**config.mk**
```make
export PLATFORM = sky130hd
export DESIGN_NAME = sram_requester
export DESIGN_NICKNAME = d
export VERILOG_FILES = /design/src/rtl/sram_requester.sv
export SDC_FILE = /design/constraint.sdc
export NUM_CORES = 1
export LEC_CHECK = 0
export CORE_ASPECT_RATIO = 1.1
export CORE_UTILIZATION = 35
export DETAILED_ROUTE_END_ITERATION = 6
export PLACE_DENSITY = 0.72
export SETUP_SLACK_MARGIN = 0.2
export SLEW_MARGIN = 20
export SYNTH_ARGS = -nofsm -noshare
export SYNTH_HDL_FRONTEND = slang
export SYNTH_SLANG_ARGS = --single-unit
```
**constraint.sdc**
```tcl
create_clock -name clk -period 4.65 [get_ports clk]
set_input_delay 0.6975 -clock clk [delete_from_list [all_inputs] [get_ports clk]]
set_output_delay 0.6975 -clock clk [all_outputs]
set_load 0.02 [all_outputs]
```
**src/rtl/sram_requester.sv**
```systemverilog
// sram_requester: turns a valid/ready request stream into rd / we_n strobes for
// the edge-triggered SRAM controller port. Controller-side signals are held for
// the whole access, read data is captured after a fixed latency, and an idle
// gap is inserted so that every access presents a fresh strobe edge.
//
// state     | meaning
// ----------+--------------------------------------------------------------
// ST_RESET  | first cycle after reset release, not yet accepting
// ST_IDLE   | ready for a request, strobes deasserted
// ST_ACTIVE | strobe asserted, counting down the access latency
// ST_GAP    | strobe released, counting down the re-arm gap
module sram_requester #(
    parameter int unsigned BUSY_CYCLES = 6,
    parameter int unsigned GAP_CYCLES  = 2
) (
    input  logic        clk,
    input  logic        reset_n,
    input  logic        req_valid,
    output logic        req_ready,
    input  logic        req_we,
    input  logic [17:0] req_addr,
    input  logic [15:0] req_wdata,
    input  logic        req_lb_n,
    input  logic        req_ub_n,
    output logic        resp_valid,
    output logic [15:0] resp_rdata,
    output logic        wr_done,
    output logic        busy,
    output logic        rd,
    output logic        we_n,
    output logic [17:0] iaddr,
    output logic [15:0] dataw,
    output logic        ilb_n,
    output logic        iub_n,
    input  logic [15:0] datar
);

    typedef enum logic [1:0] {
        ST_RESET  = 2'd0,
        ST_IDLE   = 2'd1,
        ST_ACTIVE = 2'd2,
        ST_GAP    = 2'd3
    } state_t;

    localparam logic [3:0] BUSY_LOAD = 4'(BUSY_CYCLES - 1);
    localparam logic [3:0] GAP_LOAD  = 4'(GAP_CYCLES - 1);

    state_t      state_q, state_d;
    logic [3:0]  cnt_q, cnt_d;
    logic        rd_q, rd_d;
    logic        we_n_q, we_n_d;
    logic [17:0] iaddr_q, iaddr_d;
    logic [15:0] dataw_q, dataw_d;
    logic        ilb_n_q, ilb_n_d;
    logic        iub_n_q, iub_n_d;
    logic        resp_valid_q, resp_valid_d;
    logic [15:0] resp_rdata_q, resp_rdata_d;
    logic        wr_done_q, wr_done_d;

    // Next-state and next-output decode; pulses default low so they last one cycle.
    always_comb begin
        state_d      = state_q;
        cnt_d        = cnt_q;
        rd_d         = rd_q;
        we_n_d       = we_n_q;
        iaddr_d      = iaddr_q;
        dataw_d      = dataw_q;
        ilb_n_d      = ilb_n_q;
        iub_n_d      = iub_n_q;
        resp_valid_d = 1'b0;
        resp_rdata_d = resp_rdata_q;
        wr_done_d    = 1'b0;

        case (state_q)
            ST_RESET: begin
                state_d = ST_IDLE;
            end
            ST_IDLE: begin
                if (req_valid) begin
                    iaddr_d = req_addr;
                    dataw_d = req_wdata;
                    ilb_n_d = req_lb_n;
                    iub_n_d = req_ub_n;
                    if (req_we) begin
                        we_n_d = 1'b0;
                    end else begin
                        rd_d = 1'b1;
                    end
                    cnt_d   = BUSY_LOAD;
                    state_d = ST_ACTIVE;
                end
            end
            ST_ACTIVE: begin
                if (cnt_q == 4'd0) begin
                    rd_d   = 1'b0;
                    we_n_d = 1'b1;
                    // rd_q still tells us which kind of access is finishing
                    if (rd_q) begin
                        resp_rdata_d[7:0]  = ilb_n_q ? 8'h00 : datar[7:0];
                        resp_rdata_d[15:8] = iub_n_q ? 8'h00 : datar[15:8];
                        resp_valid_d       = 1'b1;
                    end else begin
                        wr_done_d = 1'b1;
                    end
                    cnt_d   = GAP_LOAD;
                    state_d = ST_GAP;
                end else begin
                    cnt_d = cnt_q - 4'd1;
                end
            end
            ST_GAP: begin
                if (cnt_q == 4'd0) begin
                    state_d = ST_IDLE;
                end else begin
                    cnt_d = cnt_q - 4'd1;
                end
            end
            default: begin
                state_d = ST_RESET;
            end
        endcase
    end

    // State and registered outputs; reset drops any in-flight access.
    always_ff @(posedge clk or negedge reset_n) begin
        if (!reset_n) begin
            state_q      <= ST_RESET;
            cnt_q        <= 4'd0;
            rd_q         <= 1'b0;
            we_n_q       <= 1'b1;
            iaddr_q      <= 18'd0;
            dataw_q      <= 16'd0;
            ilb_n_q      <= 1'b1;
            iub_n_q      <= 1'b1;
            resp_valid_q <= 1'b0;
            resp_rdata_q <= 16'd0;
            wr_done_q    <= 1'b0;
        end else begin
            state_q      <= state_d;
            cnt_q        <= cnt_d;
            rd_q         <= rd_d;
            we_n_q       <= we_n_d;
            iaddr_q      <= iaddr_d;
            dataw_q      <= dataw_d;
            ilb_n_q      <= ilb_n_d;
            iub_n_q      <= iub_n_d;
            resp_valid_q <= resp_valid_d;
            resp_rdata_q <= resp_rdata_d;
            wr_done_q    <= wr_done_d;
        end
    end

    assign req_ready  = (state_q == ST_IDLE);
    assign busy       = (state_q != ST_IDLE);
    assign rd         = rd_q;
    assign we_n       = we_n_q;
    assign iaddr      = iaddr_q;
    assign dataw      = dataw_q;
    assign ilb_n      = ilb_n_q;
    assign iub_n      = iub_n_q;
    assign resp_valid = resp_valid_q;
    assign resp_rdata = resp_rdata_q;
    assign wr_done    = wr_done_q;

endmodule

```
# --- Word-level counts from Yosys, hierarchy flattened ---
# Index checks and enable logic that the tools add are counted.
word_totals:
  regBits: 62
  inputBits: 56
  word_cells: 56
op_classes:
  add_sub_neg: 1
  eq_ne: 10
  muxes: 24
  reduce_logical: 10
op_table:
  columns: ["cell", "count"]
  rows:
  - ["$mux W8", 2]
  - ["$mux W1", 12]
  - ["$mux W4", 3]
  - ["$pmux W4 S3", 1]
  - ["$ne A2 B2 Y1 const B", 5]
  - ["$reduce_and A3 Y1", 3]
  - ["$pmux W2 S4", 1]
  - ["$reduce_and A4 Y1", 2]
  - ["$mux W2", 3]
  - ["$eq A2 B2 Y1 const B", 2]
  - ["$logic_not A4 Y1", 1]
  - ["$ne A2 B1 Y1 const B", 2]
  - ["$pmux W1 S2", 2]
  - ["$sub A4 B1 Y4 const B", 1]
  - ["$reduce_bool A3 Y1", 1]
  - ["$eq A2 B1 Y1 const B", 1]
  - ["$logic_not A2 Y1", 1]
  - ["$reduce_and A2 Y1", 1]
  - ["$reduce_bool A2 Y1", 1]

# --- Logic depth before layout (Yosys ltp) ---
# Gate-level depths: netlist of the first run.
logic_depth:
  ltp_word: 3
  mapped_depth: 7

# --- Worst setup path before layout of the first run ---
# No wires, ideal clock.
synth_timing:
  path_kind: "register to register"
  start: "reg state_q[1]"
  end: "reg cnt_q[3]"
  setup_time_ps: 127
  t_arrival_ps: 1663
  required_time_ps: 4523
  slack_ps: 2861
  path_stages_with_launch: 7
  n_path_buf: 0
  period_less_slack_ps: 1789
  path_cell_list: "dfrtp_1 inv_1 ha_1 nor2b_1 or2_2 o31ai_1 a221o_2"
synth_via:
  elab_chain_len: 3
synth_lines:
  columns: ["element", "line", "rtl"]
  rows:
  - ["from (decl)", "48", "state_t state_q, state_d;"]
  - ["from (signal assigned)", "139", "state_q <= state_d;"]
  - ["$eq A2 B1 Y1 (*)", null, null]
  - ["named net req_ready", "19", "output logic req_ready,"]
  - ["$ne A2 B2 Y1 (no source line) / $reduce_bool A3 Y1 (equally long branches)", null, null]
  - ["$reduce_and A3 Y1 (no source line)", null, null]
  - ["to (signal assigned)", "140", "cnt_q <= cnt_d;"]
  - ["to (decl)", "49", "logic [3:0] cnt_q, cnt_d;"]
# Mark *: on every way through the listed nets, which the timed path passes. The rest lies on a longest branch.
# A chain may end at the register's enable or synchronous reset.

# --- Worst setup path in the final report of the first run ---
layout_timing:
  start: "reg state_q[1]"
  end: "out req_ready"
layout_via:
  elab_chain_len: 1
layout_lines:
  columns: ["element", "line", "rtl"]
  rows:
  - ["$eq A2 B1 Y1", "153", "assign req_ready = (state_q == ST_IDLE);"]
  - ["to (decl)", "19", null]
# No other way between the ends.

==> results.py, run 1 <==
metrics = {
    "clocking": {
        "post_cts_resized": 0,
        "cts.sinks": 62,
        "cts_buffers": 9,
        "clock_path_buffers": 2,
        "cts_hold_buf": 0,
        "post_cts_buffers": 0,
        "clock-root-buffer": "clkbuf_8",
        "clk_latency_ns": 0.33,
        "clk_pin_slew_worst_paths_ns": 0.07,
        "h-tree-depth": 3,
        "cts_tree": "yes",
    },
    "placed_design": {
        "pre_cts_slack_ns": 2.407,
        "port-buffer-count": 113,
        "place_area_sq_mm": 0.003776,
        "routabilityCongestion": 0.7619,
        "dp_cells": 398,
        "dpl.hpwl_mm": 3.891,
    },
    "worst_setup_path": {
        "critPathLaunchType": "flip-flop",
        "worst-path-max-fanout": 8,
        "max_stage_delay_ns": 0.65,
        "arrival_ns": 1.76,
        "path_class": "reg2out",
        "cp-end-kind": "output port",
        "cp_slowest_cell": "clkdlybuf4s50_1",
        "crit_chain": "inv_1, ha_1, clkdlybuf4s50_1",
        "cp.required_ns": 3.95,
    },
    "synth": {
        "syn_nets": 265,
        "synth_area_sq_mm": 0.002556,
        "syn_area_per_cell_sq_um": 12.53,
        "yosys_warnings": 0,
        "ys_ff_latch": 62,
        "async_reset_ff_share_pct": 100.0,
        "synth_edf_count": 0,
        "synth_area_leaders": "dfrtp_1, mux2_2, nand2b_1",
        "yosysUniqueCellTypes": 25,
        "seq_area_frac_synth_pct": 60.84,
        "yosys.area.top_type_share_pct": 57.76,
        "syn_inst": 204,
        "synth_top_flop_cell": "dfrtp_1",
        "yosysTopAreaCell": "dfrtp_1",
    },
    "power_and_ir_drop": {
        "switching_power_uw": 991.0,
        "power.leakage_uw": 0.001723,
        "ir_drop_mv": 0.2928,
        "p_int_uw": 1841,
        "switching_share_pct": 34.99,
        "pwr-share-clk_pct": 19.1,
        "p_per_area_mw_per_mm2": 706.5,
        "power_frac_seq_pct": 33.4,
        "power_frac_comb_pct": 47.6,
    },
    "timing": {
        "finalCritPeriodShare_pct": 52.80,
        "tightestPinTransition_ns": 0.7777,
        "period_needed_ns": 2.455,
        "slew_headroom_pct": 48.16,
        "fin_tns_setup_ns": 0,
        "rsz0062_at_grt": "no",
        "finalHoldViolations": 0,
        "whs_ns": 0.4783,
        "worst_slack_ns": 2.195,
        "finalSetupViolCount": 0,
        "slew_viol_final": 0,
        "fin_skew_ns": 0.009603,
        "timing.fmax_mhz": 407.3,
    },
    "final_layout": {
        "antennaDiodeCount": 0,
        "multi_input_area_sq_um": 943.4,
        "fin_area_sq_mm": 0.004009,
        "layout-drive-gt1-share_pct": 19.45,
        "nFillCells": 608,
        "syn2layout_area_growth_pct": 56.83,
        "final_cells": 414,
        "seq_area_sq_mm": 0.001555,
        "final_nets": 385,
    },
    "die": {
        "num_rows": 32,
        "die_h_microns": 91.63,
        "start_util_pct": 36.27,
        "die_w_microns": 83.49,
        "fp.dieArea_sq_mm": 0.007650,
        "ios": 114,
        "core_area_sq_mm": 0.007047,
    },
    "global_routing": {
        "first_global_vias": 1973,
        "grt_use_total_pct": 15.39,
        "grt_max_degree": 63,
        "antenna_found_initial": 0,
        "grt_pass1_wl_mm": 9.432,
        "gr-total-overflow": 0,
    },
    "routing": {
        "wl_per_cell_microns": 13.46,
        "avgViaCountPerCell": 4.645,
        "postRouteAntennaNets": 0,
        "dr.pass1.iters": 4,
        "drt-total-wl_mm": 5.571,
        "vias": 1923,
        "dr.first_iter.drc_count": 41,
        "drc_errors": 0,
    },
    "run": {
        "maxCapViolCount": 0,
    },
    "outcome": {
        "status": "finished, final reports clean",
    },
    "hold_path": {
        "min_path_type": "reg2reg",
    },
}
==> cells by family (layout without fill, tap and decap cells) <==
| kind of cell | after synthesis | count (layout) | synth area share, % |
|---|---|---|---|
| and+or+nand+nor | 55 | 55 | 10.96 |
| AOI/OAI and AO/OA | 31 | 31 | 7.195 |
| muxes | 37 | 37 | 16.30 |
| buffers and inverters | 14 | 139 | 2.252 |
| DFF | 62 | 62 | 60.84 |
| adders and majority gates | 5 | 5 | 2.447 |
==> cell usage after synthesis, types with 3 or more instances <==
| cell type | instances |
|---|---|
| dfrtp_1 | 59 |
| mux2_2 | 37 |
| nand2_1 | 23 |
| o21ai_0 | 19 |
| nand2b_1 | 16 |
| nor2_1 | 9 |
| inv_1 | 8 |
| ha_1 | 5 |
| buf_2 | 4 |
| dfstp_2 | 3 |
==> registers in the layout (all words and copies together), names as in the netlist <==
register and flops:
cnt_q 4, dataw 16, iaddr 18, ilb_n 1, iub_n 1, rd 1
resp_rdata 16, resp_valid 1, state_q 2, we_n 1, wr_done 1
==> critical path: cells and delay by family, from the launching register on <==
| family | cells | cell delay [ns] |
|---|---|---|
| adders and majority gates | 1 | 0.29 |
| DFF | 1 | 0.41 |
| buffers and inverters | 2 | 0.74 |
==> power groups by stage <==
stage / Combinational (uW) / Sequential [uW] / Clock [uW]
CTS: 1360 / 949 / 556
global route: 1440 / 987 / 575
floorplan: 446 / 1220 / 0
finish: 1350 / 945 / 541
global placement: 1340 / 947 / 0
detailed placement: 1360 / 956 / 0
==> final cells by class <==
type,instances,share of cell area [%]
Clock buffer,11,3.777
Multi-Input combinational cell,128,23.53
Sequential cell,62,38.80
Timing Repair Buffer,115,28.46
Tap cell,85,2.653
Inverter,8,0.7491
Clock inverter,5,2.029
==> final timing paths <==
kind	startpoint	endpoint	slack, ns	depth (start not counted)
setup / recovery	state_q[1]	req_ready	2.19	3
hold / removal	resp_rdata[4]	resp_rdata[4]	0.48	2
setup reg to reg	cnt_q[0]	resp_rdata[9]	2.47	6
hold reg to reg	resp_rdata[4]	resp_rdata[4]	0.48	2
max in group asynchronous	reset_n	iaddr[6]	3.61	2
min in group asynchronous	reset_n	cnt_q[3]	0.53	2
==> metrics by stage <==
stage	util [%]	power, uW
after detailed placement	53.59	2317
after CTS	56.89	2870
after floorplan	-	1671
final	56.89	2832
after global routing	56.89	3003
after global placement	53.59	2284
==> cell usage in the layout (no fill, tap or decap), drive strengths merged, types with 3 or more instances in the layout <==
| master | synthesis | routed |
|---|---|---|
| clkdlybuf4s50 | 0 | 112 |
| dfrtp | 59 | 59 |
| mux2 | 37 | 37 |
| nand2 | 23 | 23 |
| o21ai | 19 | 19 |
| nand2b | 16 | 16 |
| clkbuf | 2 | 11 |
| nor2 | 9 | 9 |
| inv | 8 | 8 |
| ha | 5 | 5 |
| dfstp | 3 | 3 |
| buf | 4 | 3 |
==> metal layers <==
layer	part of all wire [%]	up-vias	track usage, %
met4	0.86	0	5.932
met2	49	68	26.02
li1	-	935	-
met5	0	-	0
met3	6.7	6	4.770
met1	44	914	18.40
(Power assumes the default switching activity.)
==> run 2: changes to the inputs <==
Clock period 4.65 ns to 2.46 ns, I/O delays scaled along.
==> results.py, run 2 (synthesis gave the netlist of run 1 again) <==
metrics = {
    "outcome": {
        "status": "finished, final reports clean",
    },
    "power_and_ir_drop": {
        "p_per_area_mw_per_mm2": 1290,
        "ir_drop_mv": 0.6986,
        "switching_power_uw": 1861,
        "power_frac_seq_pct": 34.8,
        "power_frac_comb_pct": 50.3,
        "p_int_uw": 3262,
        "switching_share_pct": 36.33,
        "pwr-share-clk_pct": 14.9,
        "power.leakage_uw": 0.001709,
    },
    "timing": {
        "rsz0062_at_grt": "no",
        "fin_tns_setup_ns": 0,
        "whs_ns": 0.2054,
        "tightestPinTransition_ns": 0.7941,
        "finalSetupViolCount": 0,
        "timing.fmax_mhz": 477.5,
        "worst_slack_ns": 0.3656,
        "fin_skew_ns": 0.01201,
        "slew_headroom_pct": 47.06,
        "slew_viol_final": 0,
        "finalHoldViolations": 0,
        "period_needed_ns": 2.094,
        "finalCritPeriodShare_pct": 85.14,
    },
    "routing": {
        "dr.max_layer_used": "met4",
        "vias": 1930,
        "drc_errors": 0,
        "postRouteAntennaNets": 0,
        "dr.pass1.iters": 4,
        "dr.first_iter.drc_count": 30,
        "dr_wl_met2_mm": 2.721,
        "avgViaCountPerCell": 4.639,
        "drt-met1-wl_mm": 2.567,
        "drt-total-wl_mm": 5.703,
        "route.met3.wl_microns": 354,
        "wl_per_cell_microns": 13.71,
    },
    "run": {
        "maxCapViolCount": 0,
    },
    "worst_setup_path": {
        "cp-end-kind": "output port",
        "cp.required_ns": 2.09,
        "r2r_cells": 7,
        "arrival_ns": 1.73,
        "worst-path-max-fanout": 8,
        "reg2reg_to": "state_q[1]",
        "r2r_start": "cnt_q[0]",
        "path_class": "reg2out",
        "critPathLaunchType": "flip-flop",
        "regToRegSetupSlack_ns": 0.64,
    },
    "global_routing": {
        "gr-total-overflow": 0,
        "grt_pass1_wl_mm": 9.232,
        "antenna_found_initial": 0,
        "grt_use_total_pct": 15.23,
        "first_global_vias": 1857,
        "grt_max_degree": 63,
    },
    "die": {
        "die_w_microns": 83.49,
        "core_area_sq_mm": 0.007047,
        "ios": 114,
        "num_rows": 32,
        "fp.dieArea_sq_mm": 0.007650,
        "start_util_pct": 36.27,
        "die_h_microns": 91.63,
    },
    "clocking": {
        "post_cts_resized": 0,
        "cts_hold_buf": 0,
        "clk_latency_ns": 0.32,
        "cts.sinks": 62,
        "cts_tree": "yes",
        "h-tree-depth": 3,
        "clock-root-buffer": "clkbuf_8",
        "clk_pin_slew_worst_paths_ns": 0.06,
        "post_cts_buffers": 0,
        "clock_path_buffers": 2,
        "cts_buffers": 9,
    },
    "placed_design": {
        "routabilityCongestion": 0.7983,
        "dpl.hpwl_mm": 3.971,
        "port-buffer-count": 113,
        "pre_cts_slack_ns": 0.5970,
    },
    "hold_path": {
        "min_path_type": "in2async",
    },
    "final_layout": {
        "utilization_pct": 56.36,
        "final_cell_mix": "clkdlybuf4s50_1, dfrtp_1, mux2_2",
        "antennaDiodeCount": 0,
        "syn2layout_area_growth_pct": 55.36,
        "final_common_cell": "clkdlybuf4s50_1",
        "largest_reg_flops": 18,
        "layout-drive-gt1-share_pct": 19.34,
        "final_nets": 387,
    },
}
run 2: cell types whose count changed in the layout (fill, tap and decap cells not counted):
cell,change
clkbuf_8,-1
bufinv_16,-2
clkinv_2,+2
clkinv_4,-1
buf_12,+1
clkbuf_1,+2
buf_4,+1
run 2: cell type report:
cell class              instances  area [sq um]
clock inverters                 4         22.52
multi-input cells             128         943.4
clock buffers                  12         145.1
well taps                      85         106.4
flip-flops and latches         62          1555
repair buffers                117          1169
fillers                       640          3075
inverters                       8         30.03
run 2: per-layer routing:
metal	up-vias	GRT usage (%)
met5	-	0
met4	0	5.085
met2	64	23.22
met1	919	20.67
met3	6	4.770
li1	941	-
run 2: power groups by stage:
stage / Combinational, uW / Clock [uW] / Sequential (uW)
after global routing: 2740 / 845 / 1860
after global placement: 2550 / 0 / 1790
after CTS: 2610 / 799 / 1790
after detailed placement: 2600 / 0 / 1810
after floorplan: 844 / 0 / 2310
final: 2580 / 763 / 1780
run 2: how the worst max path moves through the flow:
stage                     startpoint   endpoint
final                     state_q[1]  req_ready
after global routing      state_q[1]  req_ready
after CTS                 state_q[1]  req_ready
after detailed placement   req_valid   cnt_q[3]
after global placement     req_valid   cnt_q[3]
after floorplan           state_q[1]   cnt_q[3]
run 2: through the flow:
step	area (sq um)	std cells	power (uW)
2_1_floorplan	2556	204	3158
3_3_place_gp	3804	400	4339
3_5_place_dp	3804	400	4407
4_1_cts	3971	416	5202
5_1_grt	3971	416	5446
6_report	3971	416	5124
run 2: worst max-delay path, cell delays in order (launching register included):
cell and delay, ns:
dfrtp_1 0.41, inv_1 0.08, ha_1 0.27, clkdlybuf4s50_1 0.65
==> run 3: changes to the inputs <==
Settings changed: CELL_PAD_IN_SITES_DETAIL_PLACEMENT set to 0, CELL_PAD_IN_SITES_GLOBAL_PLACEMENT set to 1, DONT_BUFFER_PORTS set to 1, PLACE_DENSITY 0.72 to 0.64.
==> results.py, run 3 (synthesis gave the netlist of run 1 again) <==
metrics = {
    "outcome": {
        "status": "finished, final reports clean",
    },
    "power_and_ir_drop": {
        "ir_drop_mv": 0.6646,
        "power_frac_seq_pct": 55.7,
        "p_int_uw": 2604,
        "switching_power_uw": 1734,
        "p_per_area_mw_per_mm2": 1490,
        "power.leakage_uw": 0.001295,
        "pwr-share-clk_pct": 21.2,
        "power_frac_comb_pct": 23.1,
        "switching_share_pct": 39.98,
    },
    "final_layout": {
        "final_cell_mix": "dfrtp_1, mux2_2, nand2_1",
        "nFillCells": 688,
        "largest_reg_flops": 18,
        "syn2layout_area_growth_pct": 13.85,
        "antennaDiodeCount": 0,
        "layout-drive-gt1-share_pct": 29.68,
        "final_nets": 276,
        "multi_input_area_sq_um": 943.4,
        "final_common_cell": "dfrtp_1",
        "utilization_pct": 41.30,
        "seq_area_sq_mm": 0.001555,
    },
    "clocking": {
        "clock_path_buffers": 2,
        "clock-root-buffer": "clkbuf_8",
        "post_cts_buffers": 0,
        "cts_tree": "yes",
        "h-tree-depth": 3,
        "clk_pin_slew_worst_paths_ns": 0.07,
        "clk_latency_ns": 0.33,
        "cts_buffers": 9,
        "cts.sinks": 62,
    },
    "global_routing": {
        "gr-total-overflow": 0,
        "grt_max_degree": 63,
        "grt_pass1_wl_mm": 8.024,
        "first_global_vias": 1596,
        "antenna_found_initial": 0,
        "grt_use_total_pct": 13.80,
    },
    "routing": {
        "avgViaCountPerCell": 5.016,
        "drt-total-wl_mm": 5.052,
        "dr.pass1.iters": 4,
        "wl_per_cell_microns": 16.62,
        "drc_errors": 0,
        "dr.first_iter.drc_count": 43,
        "postRouteAntennaNets": 0,
        "vias": 1525,
    },
    "worst_setup_path": {
        "path_class": "reg2reg",
        "cp.required_ns": 2.67,
        "max_stage_delay_ns": 0.40,
        "arrival_ns": 2.09,
        "worst-path-max-fanout": 35,
        "cp-startpoint": "state_q[1]",
        "critPathLaunchType": "flip-flop",
        "r2r_start": "state_q[1]",
        "crit_chain": "inv_1, ha_1, buf_4, nand2_1, buf_4, mux2_2",
        "cp-end-kind": "flip-flop",
        "crit_top_cell": "buf_4",
        "regToRegSetupSlack_ns": 0.58,
        "cp_slowest_cell": "buf_4",
    },
    "timing": {
        "finalHoldViolations": 0,
        "rsz0062_at_grt": "no",
        "period_needed_ns": 1.884,
        "slew_headroom_pct": 71.26,
        "fin_tns_setup_ns": 0,
        "worst_slack_ns": 0.5761,
        "tightestPinTransition_ns": 0.4311,
        "finalCritPeriodShare_pct": 76.58,
        "finalSetupViolCount": 0,
        "fin_skew_ns": 0.006550,
        "slew_viol_final": 0,
        "timing.fmax_mhz": 530.8,
    },
    "run": {
        "maxCapViolCount": 0,
    },
    "die": {
        "ios": 114,
        "die_w_microns": 83.49,
        "start_util_pct": 36.27,
        "core_area_sq_mm": 0.007047,
        "die_h_microns": 91.63,
        "num_rows": 32,
        "fp.dieArea_sq_mm": 0.007650,
    },
    "placed_design": {
        "routabilityCongestion": 0.6849,
        "port-buffer-count": 0,
        "dpl.hpwl_mm": 3.473,
        "pre_cts_slack_ns": 0.5722,
    },
    "hold_path": {
        "min_path_type": "in2reg",
        "min-delay-start": "datar[8]",
    },
}
==> run 3: area by class of cell <==
cell class | count | share of cell area (%)
clock buffer | 12 | 5.675
multi-input combinational | 128 | 32.42
sequential | 62 | 53.44
clock inverter | 3 | 1.462
inverter | 8 | 1.032
tap | 85 | 3.654
timing repair buffer | 6 | 2.322
==> run 3: metrics by stage <==
stage | hold slack [ns] | instance area [sq um] | total power (uW) | cells
floorplan | 0.07341 | 2556 | 3158 | 204
global placement | 0.07506 | 2665 | 3396 | 287
detailed placement | 0.07505 | 2665 | 3438 | 287
CTS | 0.1665 | 2910 | 4406 | 304
global route | 0.1583 | 2910 | 4613 | 304
finish | 0.1804 | 2910 | 4338 | 304
==> run 3: metal layers <==
| layer | up-vias | wire (microns) | GRT usage [%] |
|---|---|---|---|
| li1 | 719 | - | - |
| met4 | 0 | 46 | 5.508 |
| met5 | - | 0 | 0 |
| met2 | 70 | 2578 | 22.47 |
| met1 | 732 | 2005 | 15.82 |
| met3 | 4 | 422 | 6.301 |
==> run 3: final timing paths <==
| kind | to | depth (start not counted) |
|---|---|---|
| setup / recovery | iaddr[13] | 6 |
| max in group asynchronous | ilb_n | 2 |
| setup reg to reg | iaddr[13] | 6 |
| hold / removal | resp_rdata[8] | 2 |
| min in group asynchronous | resp_rdata[4] | 2 |
| hold reg to reg | cnt_q[0] | 1 |
==> run 3: power by group through the flow <==
stage | Combinational (uW) | Clock (uW) | Sequential [uW]
floorplan | 844 | 0 | 2310
global placement | 956 | 0 | 2440
detailed placement | 996 | 0 | 2440
CTS | 1020 | 953 | 2430
global route | 1140 | 998 | 2480
finish | 1000 | 920 | 2410
==> run 3: critical path, delay by kind of cell (launching register included) <==
family	cells	cell delay, ns
DFF	1	0.39
and+or+nand+nor	1	0.12
buffers and inverters	3	0.65
muxes	1	0.39
adders and majority gates	1	0.20
==> run 3: timing repair <==
item	CTS	global route
hold buffers	2	0
endpoints found under the hold margin	62	0
resized for setup	0	0
